**src/rtl/game_pkg.sv**
```systemverilog
// Shared game types and constants.
// Used by the flow controller and the pipe/bird renderers.
package game_pkg;

  typedef enum logic [1:0] {
    ST_IDLE  = 2'd0,
    ST_RUN   = 2'd1,
    ST_DYING = 2'd2,
    ST_OVER  = 2'd3
  } state_e;

  localparam int SCORE_WIDTH = 10;

  localparam int SCREEN_W = 640;
  localparam int SCREEN_H = 480;
  localparam int BIRD_X   = 160;

endpackage

```
**src/rtl/game_flow_ctrl_if.sv**
```systemverilog
// Flow controller <-> button/VGA/renderer signal bundle.
// master: controller side; slave: environment side.
interface game_flow_ctrl_if
  import game_pkg::*;
#(
  parameter int SCORE_W = SCORE_WIDTH
);
  logic               start_btn;
  logic               frame_start;
  logic               bird_pixel;
  logic               pipe_pixel;
  logic               bird_floor;
  logic               pass_pulse;
  logic               pipe_enable;
  logic               pipe_reset;
  logic               bird_enable;
  logic               move_tick;
  state_e             state;
  logic [SCORE_W-1:0] score;
  logic [SCORE_W-1:0] high_score;

  modport master (
    input  start_btn, frame_start,
    input  bird_pixel, pipe_pixel,
    input  bird_floor, pass_pulse,
    output pipe_enable, pipe_reset,
    output bird_enable, move_tick,
    output state, score, high_score
  );

  modport slave (
    output start_btn, frame_start,
    output bird_pixel, pipe_pixel,
    output bird_floor, pass_pulse,
    input  pipe_enable, pipe_reset,
    input  bird_enable, move_tick,
    input  state, score, high_score
  );
endinterface

```
**src/rtl/game_flow_ctrl_tick_divider.sv**
```systemverilog
// Loadable-period pulse generator.
// Ports: clk, reset_n, en, period, tick.
module tick_divider #(
  parameter int W = 20
) (
  input  logic         clk,
  input  logic         reset_n,
  input  logic         en,
  input  logic [W-1:0] period,
  output logic         tick
);
  logic [W-1:0] r_cnt;
  logic [W-1:0] r_per;
  logic         r_tick;
  logic [W-1:0] w_per;
  logic         w_wrap;

  // period is sampled only at the start of a count
  assign w_per  = (r_cnt == '0) ? period : r_per;
  assign w_wrap = (r_cnt >= (w_per - W'(1)));
  assign tick   = r_tick;

  always_ff @(posedge clk or negedge reset_n) begin
    if (!reset_n) begin
      r_cnt  <= '0;
      r_per  <= '0;
      r_tick <= 1'b0;
    end else if (!en) begin
      r_cnt  <= '0;
      r_per  <= period;
      r_tick <= 1'b0;
    end else begin
      r_per  <= w_per;
      r_tick <= w_wrap;
      r_cnt  <= w_wrap ? '0 : r_cnt + W'(1);
    end
  end
endmodule

```
**src/rtl/game_flow_ctrl.sv**
```systemverilog
// Game sequencer: flow FSM, collision, scoring, move tick.
// Ports: clk, reset_n, io (game_flow_ctrl_if.master).
module game_flow_ctrl
  import game_pkg::*;
#(
  parameter int TICK_DIV      = 1_000_000,
  parameter int MIN_TICK_DIV  = 400_000,
  parameter int TICK_STEP     = 100_000,
  parameter int SPEEDUP_EVERY = 8,
  parameter int DEATH_FRAMES  = 60,
  parameter int SCORE_W       = SCORE_WIDTH
) (
  input logic             clk,
  input logic             reset_n,
  game_flow_ctrl_if.master io
);
  localparam int CW  = $clog2(TICK_DIV + 1);
  localparam int FW  = $clog2(DEATH_FRAMES + 1);
  localparam int SPW = (SPEEDUP_EVERY > 1) ?
                       $clog2(SPEEDUP_EVERY) : 1;

  localparam logic [CW-1:0] DIV_INIT = CW'(TICK_DIV);
  localparam logic [CW-1:0] DIV_MIN  = CW'(MIN_TICK_DIV);
  localparam logic [CW-1:0] DIV_STEP = CW'(TICK_STEP);
  localparam logic [FW-1:0] FR_LAST  = FW'(DEATH_FRAMES - 1);
  localparam logic [SCORE_W-1:0] S_MAX = '1;

  state_e             r_state;
  state_e             w_nxt;
  logic               r_btn_q;
  logic [SCORE_W-1:0] r_score;
  logic [SCORE_W-1:0] r_high;
  logic [CW-1:0]      r_div;
  logic [FW-1:0]      r_frame;

  logic               w_idle, w_run, w_dying, w_over;
  logic               w_edge, w_hit, w_inc, w_fr_last;
  logic [SCORE_W-1:0] w_score_p1;
  logic               w_speedup;
  logic [CW-1:0]      w_next_div;

  assign w_idle  = (r_state == ST_IDLE);
  assign w_run   = (r_state == ST_RUN);
  assign w_dying = (r_state == ST_DYING);
  assign w_over  = (r_state == ST_OVER);

  assign w_edge = io.start_btn & ~r_btn_q;
  assign w_hit  = (io.bird_pixel & io.pipe_pixel)
                | io.bird_floor;

  // hit outranks a pass in the same cycle
  assign w_inc = w_run & io.pass_pulse & ~w_hit
               & (r_score != S_MAX);
  assign w_score_p1 = r_score + SCORE_W'(1);
  assign w_speedup  = (w_score_p1[SPW-1:0] == '0);
  assign w_next_div = ((r_div - DIV_MIN) > DIV_STEP) ?
                      (r_div - DIV_STEP) : DIV_MIN;
  assign w_fr_last  = (r_frame == FR_LAST);

  always_comb begin
    w_nxt = r_state;
    unique case (r_state)
      ST_IDLE:  if (w_edge) w_nxt = ST_RUN;
      ST_RUN:   if (w_hit) w_nxt = ST_DYING;
      ST_DYING: if (io.frame_start && w_fr_last)
                  w_nxt = ST_OVER;
      ST_OVER:  if (w_edge) w_nxt = ST_IDLE;
    endcase
  end

  always_comb begin
    io.pipe_reset  = 1'b0;
    io.pipe_enable = 1'b0;
    io.bird_enable = 1'b0;
    unique case (1'b1)
      w_idle:  io.pipe_reset = 1'b1;
      w_run: begin
        io.pipe_enable = 1'b1;
        io.bird_enable = 1'b1;
      end
      w_dying: io.bird_enable = 1'b1;
      w_over:  ;
      default: ;
    endcase
  end

  always_ff @(posedge clk or negedge reset_n) begin
    if (!reset_n) begin
      r_state <= ST_IDLE;
      r_btn_q <= 1'b0;
      r_score <= '0;
      r_high  <= '0;
      r_div   <= DIV_INIT;
      r_frame <= '0;
    end else begin
      r_state <= w_nxt;
      r_btn_q <= io.start_btn;
      if (w_idle && w_edge) begin
        r_score <= '0;
        r_div   <= DIV_INIT;
      end else if (w_inc) begin
        r_score <= w_score_p1;
        if (w_speedup) r_div <= w_next_div;
      end
      if (w_run && w_hit)
        r_frame <= '0;
      else if (w_dying && io.frame_start)
        r_frame <= r_frame + FW'(1);
      if (w_dying && io.frame_start && w_fr_last
          && (r_score > r_high))
        r_high <= r_score;
    end
  end

  tick_divider #(.W(CW)) u_tick (
    .clk     (clk),
    .reset_n (reset_n),
    .en      (w_run),
    .period  (r_div),
    .tick    (io.move_tick)
  );

  assign io.state      = r_state;
  assign io.score      = r_score;
  assign io.high_score = r_high;
endmodule

```
**src/flat_wrapper.sv**
```systemverilog
// flat-port wrapper written by rule: the top's interface ports become plain ports
module game_flow_ctrl_flat import game_pkg::*;
#(
  parameter int TICK_DIV      = 1_000_000,
  parameter int MIN_TICK_DIV  = 400_000,
  parameter int TICK_STEP     = 100_000,
  parameter int SPEEDUP_EVERY = 8,
  parameter int DEATH_FRAMES  = 60,
  parameter int SCORE_W       = SCORE_WIDTH
)
  (clk, reset_n, io_start_btn, io_frame_start, io_bird_pixel, io_pipe_pixel, io_bird_floor, io_pass_pulse, io_pipe_enable, io_pipe_reset, io_bird_enable, io_move_tick, io_state, io_score, io_high_score);
  game_flow_ctrl_if #(.SCORE_W(SCORE_W)) io_i ();
  input logic clk;
  input logic reset_n;
  input wire logic [$bits(io_i.start_btn)-1:0] io_start_btn;
  input wire logic [$bits(io_i.frame_start)-1:0] io_frame_start;
  input wire logic [$bits(io_i.bird_pixel)-1:0] io_bird_pixel;
  input wire logic [$bits(io_i.pipe_pixel)-1:0] io_pipe_pixel;
  input wire logic [$bits(io_i.bird_floor)-1:0] io_bird_floor;
  input wire logic [$bits(io_i.pass_pulse)-1:0] io_pass_pulse;
  output wire logic [$bits(io_i.pipe_enable)-1:0] io_pipe_enable;
  output wire logic [$bits(io_i.pipe_reset)-1:0] io_pipe_reset;
  output wire logic [$bits(io_i.bird_enable)-1:0] io_bird_enable;
  output wire logic [$bits(io_i.move_tick)-1:0] io_move_tick;
  output wire logic [$bits(io_i.state)-1:0] io_state;
  output wire logic [$bits(io_i.score)-1:0] io_score;
  output wire logic [$bits(io_i.high_score)-1:0] io_high_score;
  assign io_i.start_btn = io_start_btn;
  assign io_i.frame_start = io_frame_start;
  assign io_i.bird_pixel = io_bird_pixel;
  assign io_i.pipe_pixel = io_pipe_pixel;
  assign io_i.bird_floor = io_bird_floor;
  assign io_i.pass_pulse = io_pass_pulse;
  assign io_pipe_enable = io_i.pipe_enable;
  assign io_pipe_reset = io_i.pipe_reset;
  assign io_bird_enable = io_i.bird_enable;
  assign io_move_tick = io_i.move_tick;
  assign io_state = io_i.state;
  assign io_score = io_i.score;
  assign io_high_score = io_i.high_score;
  game_flow_ctrl #(.TICK_DIV(TICK_DIV), .MIN_TICK_DIV(MIN_TICK_DIV), .TICK_STEP(TICK_STEP), .SPEEDUP_EVERY(SPEEDUP_EVERY), .DEATH_FRAMES(DEATH_FRAMES), .SCORE_W(SCORE_W)) u_core (.clk(clk), .reset_n(reset_n), .io(io_i));
endmodule
```
**config.mk**
```make
export PLATFORM = sky130hd
export DESIGN_NAME = game_flow_ctrl_flat
export DESIGN_NICKNAME = d
export VERILOG_FILES = /design/src/rtl/game_pkg.sv /design/src/rtl/game_flow_ctrl_if.sv /design/src/rtl/game_flow_ctrl_tick_divider.sv /design/src/rtl/game_flow_ctrl.sv /design/src/flat_wrapper.sv
export SDC_FILE = /design/constraint.sdc
export NUM_CORES = 1
export LEC_CHECK = 0
export ABC_AREA = 0
export CAP_MARGIN = 20
export CORE_ASPECT_RATIO = 1.1
export CORE_MARGIN = 2
export CORE_UTILIZATION = 30
export CTS_CLUSTER_DIAMETER = 100
export DETAILED_ROUTE_END_ITERATION = 8
export GPL_TIMING_DRIVEN = 0
export HOLD_SLACK_MARGIN = 0.08
export SKIP_CTS_REPAIR_TIMING = 1
export SYNTH_ARGS = -nofsm -noshare
export SYNTH_HDL_FRONTEND = slang
export SYNTH_SLANG_ARGS = --single-unit
```
**constraint.sdc**
```tcl
create_clock -name clk -period 3.9 [get_ports clk]
set_clock_uncertainty 0.2 [all_clocks]
set_input_delay 0.78 -clock clk [delete_from_list [all_inputs] [get_ports clk]]
set_output_delay 0.78 -clock clk [all_outputs]
set_load 0.01 [all_outputs]
```
* After elaboration in Yosys (flattened, before gate mapping)
Index checks and enable logic that the tools add are counted.
Cells by class: equal/unequal tests 9, bitwise logic cells 8, order comparisons 3, muxes and demuxes 21, reduce and logical (&&, ||, !) cells 15, add/sub/neg operators 6
Operator list (number):
- 20-bit two-way mux | 8
- 20-bit by 1-bit adder with 20-bit output (second input constant) | 1
- 20-bit greater-or-equal comparator | 1
- 20-bit by 17-bit greater-than comparator with 1-bit output (second input constant) | 1
- 20-bit logical NOT | 1
- 10-bit two-way mux | 2
- 20-bit by 1-bit subtractor with 20-bit output (second input constant) | 1
- 20-bit by 17-bit subtractor with 20-bit output (second input constant) | 1
- 20-bit by 19-bit subtractor with 20-bit output (second input constant) | 1
- 6-bit two-way mux | 2
- 10-bit by 1-bit adder with 10-bit output (second input constant) | 1
- 10-bit greater-than comparator | 1
- 10-bit inequality test (second input constant) | 1
- 2-bit two-way mux | 4
- 2-bit case mux with 4 select lines | 1
- 6-bit by 1-bit adder with 6-bit output (second input constant) | 1
- 6-bit == test (second input constant) | 1
- 1-bit logical AND | 6
- 2-bit inequality test (second input constant) | 3
- 2-bit nonzero test | 3
- 1-bit AND | 5
- 2-bit == test (second input constant) | 2
- 1-bit two-way mux | 4
- 4-bit AND reduction | 1
- 8 further kinds | 9
Storage, ports and cells: bits of input ports 8, bits in registers 90, output and inout bits 26, word-level logic and storage cells 71

* Longest topological paths before layout
word-level depth 7, depth in mapped cells 19, mapped depth without buffers 17

* Modules after synthesis
Synthesis repeated with hierarchy kept, for this count alone.
Second synthesis, totals: cells, all modules 618, area, all modules 5794.3 um^2
Modules (own cells, without submodules):
- tick_divider | area an instance 2969.1 um^2, times used 1, cells each 313, seq. area each 1026.0 um^2
- game_flow_ctrl | area an instance 2825.2 um^2, times used 1, cells each 305, seq. area each 1109.8 um^2

* Worst setup path after synthesis
No wires, ideal clock.
path type flip-flop to flip-flop, start point register u_core.u_tick.r_cnt[0], end point register u_core.u_tick.r_cnt[11], library setup time 132 ps, stages on the path, launching flop included 17, setup slack 121 ps, data arrival time 3447 ps, data required time 3568 ps, path buffers 2, period minus slack after synthesis 3779 ps, cell sequence dfrtp_1 > inv_1 > ha_1 > nor4b_1 > nand2_1 > or3_1 > buf_6 > o32a_1 > nor4_1 > xor2_1 > mux2i_1 > ha_1 > nand4_1 > or2_2 > o211ai_1 > clkbuf_1 > nor2_1
Between the ends: longest elaborated chain between the ends 6, elaborated cells on any way between the ends 7, those cells by class add/sub: 2; order compare: 1; mux: 3; reduce/logical: 1
RTL lines:
- start: declaration | line game_flow_ctrl_tick_divider.sv:12 | logic [W-1:0] r_cnt;
- start signal: assignment | line game_flow_ctrl_tick_divider.sv:35 | r_cnt <= w_wrap ? '0 : r_cnt + W'(1);
- 20-bit logical NOT | line game_flow_ctrl_tick_divider.sv:19 | assign w_per = (r_cnt == '0) ? period : r_per;
- 20-bit two-way mux | line game_flow_ctrl_tick_divider.sv:19
- 20-bit by 1-bit subtractor with 20-bit output | line game_flow_ctrl_tick_divider.sv:20 | assign w_wrap = (r_cnt >= (w_per - W'(1)));
- 20-bit greater-or-equal comparator | line game_flow_ctrl_tick_divider.sv:20
- 20-bit two-way mux * | line game_flow_ctrl_tick_divider.sv:35
- 20-bit two-way mux * | line game_flow_ctrl_tick_divider.sv:28 | end else if (!en) begin
Every way passes the cells marked *; elsewhere a longest branch is shown, timed or not. A chain may end at the register's enable or synchronous reset.

* Worst setup path in the final report
start point register u_core.u_tick.r_cnt[3], end point register u_core.u_tick.r_cnt[8]
The elaborated chain is that of the path after synthesis.

==> metrics.md <==
| Metric | Value |
|---|---|
| Status | `complete, but fails checks` |
| Failing checks | `negative setup slack` |
| Die Height | `between 100 and 150 um` |
| Top cells by area, synth | `dfrtp_1 (35%), ha_1 (9.5%), mux2_2 (5.7%), nor2_1 (5.1%), xor2_1 (4.9%)` |
| Post-Syn Area | `between 5000 and 6000 sq um` |
| Setup violations, final | `18` |
| Cell with the most instances after synthesis | `dfrtp_1` |
| Gr ovfl total | `0` |
| Largest net degree at the start of global routing | `52` |
| Core area | `around 18000 sq um` |
| Tmin final | `3960 ps` |
| Rel. slew slack | `approximately a quarter` |
| Post-synthesis sequential area ratio | `about two fifths` |
| Crit path from | `u_core.u_tick.r_cnt[3]` |
| Post-route ant nets | `0` |
| Ys flop type | `dfrtp_1` |
| DRC | `0` |
| Fill cell total of the finished layout | `around 1900` |
| Clock buffer depth | `2` |
| Crit path cell chain | `or3_1 -> or3_1 -> buf_6 -> o32a_1 -> nor4_2 -> xor2_1 -> mux2i_1 -> ha_1 -> nand4_1 -> or2_4 -> o211ai_1 -> buf_4 -> nor2_1` |
| Setup WS post-layout | `-57.8 ps` |
| Synth Area in Adders | `about a tenth` |
| Placed Cells | `around 870` |
| Die width | `133 um` |
| Power, Total | `about 3.4 mW` |
| GPL Wtd Cong | `0.760` |
| Instance count of the mapped netlist | `between 500 and 600` |
| DR vias/cell | `between 4 and 5` |
| Worst vdd ir | `a little under 0.4 mV` |
| Syn Area/Cell | `approximately 9.4 sq um` |
| First-pass GRT wire length | `approximately 21000 um` |
| Vias | `roughly 4400` |
| CP endpoint kind | `register` |
| DR iter-0 viols | `259` |
| Slowest cell on crit path | `dfrtp_1` |
| Leak | `2.98 nW` |
| Initial antenna violation count | `0` |
| RSZ-0062 raised after global routing | `yes` |
| XOR/XNOR share of the synthesized area | `about 9.1%` |
| Post-synthesis register bit count | `85` |
| Crit path kind | `register to register` |
| Compound-Gate Fraction of Synth Area | `between 10% and 20%` |
| Placed cell areas | `a little over 6000 sq um` |
| Clock-pin slew on the worst setup and hold paths | `around 70 ps` |
| Pwr/cell area | `518 nW/um^2` |
| CP Launch Type | `register` |
| CTS tree | `yes` |
| Slew Limit Fails | `0` |
| Share of layout cells above drive strength 1 | `between 10% and 20%` |
| NumNets Final | `between 600 and 700` |
| Net count after synthesis | `~640` |
| Syn. warnings | `0` |
| Post-Layout Cell Count | `between 800 and 900` |
| Main combinational cell family by area after synthesis | `simple AND/OR/NAND/NOR gates` |
| Starting Density | `30.3%` |
| Synth top area share | `approximately 35%` |
| Synth cell count leaders | `dfrtp_1 (78), nor2_1 (75), ha_1 (42)` |
| Latest clock arrival within the worst-skew pair | `roughly 350 ps` |
| Final HPWL DP | `8990 um` |
| Num rows | `52` |
| Max cap viols | `0` |
| Root Driver | `clkbuf_16` |
| F_max | `between 0.2 and 0.3 GHz` |
| Syn-to-layout area delta | `20.7%` |
| Final wirelength | `~12000 um` |
| CTS Buf Count | `9` |
| Antenna diodes | `0` |
| CP Max Fanout | `10` |
| Worst Path Required | `approximately 3900 ps` |
| Fin area | `roughly 6700 sq um` |
| Hold Fails Final Rpt | `0` |
| Worst-Margin Slew | `~1100 ps` |
| Synth area leader | `dfrtp_1` |
| # H-tree levels | `3` |
| Clk sink count | `between 80 and 90` |
| Crit-path most repeated cell | `or3_1` |
| Die area | `approximately 19000 sq um` |
| CP peak stage delay | `about 450 ps` |
| Wirelength per Cell | `about 14 um` |
| Post-synthesis mux area share | `under 10%` |
| Synth Area in Simple Gates | `between 10% and 20%` |
| Final period util | `101%` |
| Vias in the first global route | `4144` |
| Reg2reg start | `u_core.u_tick.r_cnt[3]` |
| Pre-Repair DR Iteration Count | `5` |
| IO buf count | `33` |
| Total Routing Usage GR | `13.2%` |
| Cell variety after synth | `56` |
| Final core utilization | `36.5%` |
| WP data arrival | `~4000 ps` |
| Number of flops mapped to enable cells by yosys | `0` |
| Asr flop ratio synth | `100%` |
| IO Pins | `34` |
| HP Class | `input pin to asynchronous set/reset pin` |
[cell usage in the layout (no fill, tap or decap), types with 9 or more instances in the layout]
cell,netlist,layout
dfrtp_1,78,76
buf_4,1,14
and3_1,18,18
mux2_2,28,28
nand3_1,22,22
clkdlybuf4s50_1,0,32
nor2_1,75,67
a21oi_1,32,30
o211ai_1,9,9
clkbuf_1,17,12
clkbuf_16,0,9
nand4_1,13,13
o21ai_0,20,19
inv_1,30,29
a21o_1,15,15
ha_1,42,42
nand2_1,32,32
xnor2_1,26,26
nor3_1,10,10
xor2_1,31,31
[metal layers]
layer / vias up / wire length [um] / GRT usage, %
met4: 0 / 125 / 3.19
met1: 2118 / 5890 / 17.1
li1: 2192 / - / -
met5: - / 0 / 0
met2: 67 / 5980 / 22.1
met3: 11 / 500 / 3.40
[registers in the layout (all words and copies together) (netlist names)]
| register | flops |
|---|---|
| u_core.u_tick.r_per | 20 |
| u_core.u_tick.tick | 1 |
| u_core.io.state | 2 |
| u_core.r_div | 15 |
| u_core.u_tick.r_cnt | 20 |
| u_core.io.score | 10 |
| u_core.r_btn_q | 1 |
| u_core.io.high_score | 10 |
| u_core.r_frame | 6 |
[layout make-up]
| class | count | area, sq um | area share [%] |
|---|---|---|---|
| Multi-Input combinational cell | 451 | 3250 | 48.9 |
| Sequential cell | 85 | 2140 | 32.1 |
| Timing Repair Buffer | 45 | 433 | 6.50 |
| Tap cell | 243 | 304 | 4.57 |
| Clock buffer | 9 | 225 | 3.38 |
| Inverter | 31 | 116 | 1.75 |
| Buffer | 22 | 113 | 1.69 |
| Clock inverter | 7 | 75.1 | 1.13 |
[final timing paths]
check                                                to  slack, ps  depth (start not counted)
worst max-delay path             u_core.u_tick.r_cnt[8]        -60                         13
worst min register to register  u_core.u_tick.r_per[19]        320                          1
min in group clk                u_core.u_tick.r_per[19]        320                          1
max in group asynchronous               u_core.r_div[6]       2640                          2
worst min-delay path            u_core.u_tick.r_per[18]        180                          1
worst max register to register   u_core.u_tick.r_cnt[8]        -60                         13
[power breakdown]
group / internal, mW / switching [mW]
registers: 1.01 / 0.127
clock network: 0.500 / 0.383
logic: 0.633 / 0.799
total: 2.14 / 1.31
[kinds of logic (layout without fill, tap and decap cells)]
family	after synthesis	after routing
buffers and inverters	53	114
AND/OR/NAND/NOR	216	216
multiplexers	35	35
flip-flops	85	85
AO/OA/AOI/OAI	101	101
XOR/XNOR	57	57
adder cells (fa/ha/maj)	42	42
[per-stage QoR]
step,setup slack (ps),TNS [ps],hold slack [ps]
after detailed placement,-429,-8230,305
after CTS,-455,-8690,198
after floorplan,121,0,276
final,-57.8,-599,185
after global placement,-1470,-124710,301
after global routing,-302,-5520,215
[critical path, delay by kind of cell, from the launching register on]
family / cells / cell delay [ps]
and+or+nand+nor: 6 / 1540
AOI/OAI and AO/OA: 2 / 660
DFF: 1 / 450
buffers and inverters: 2 / 400
adders and majority gates: 1 / 300
xor gates and xnor gates: 1 / 180
muxes: 1 / 110
Power figures use the tool's default switching activity.
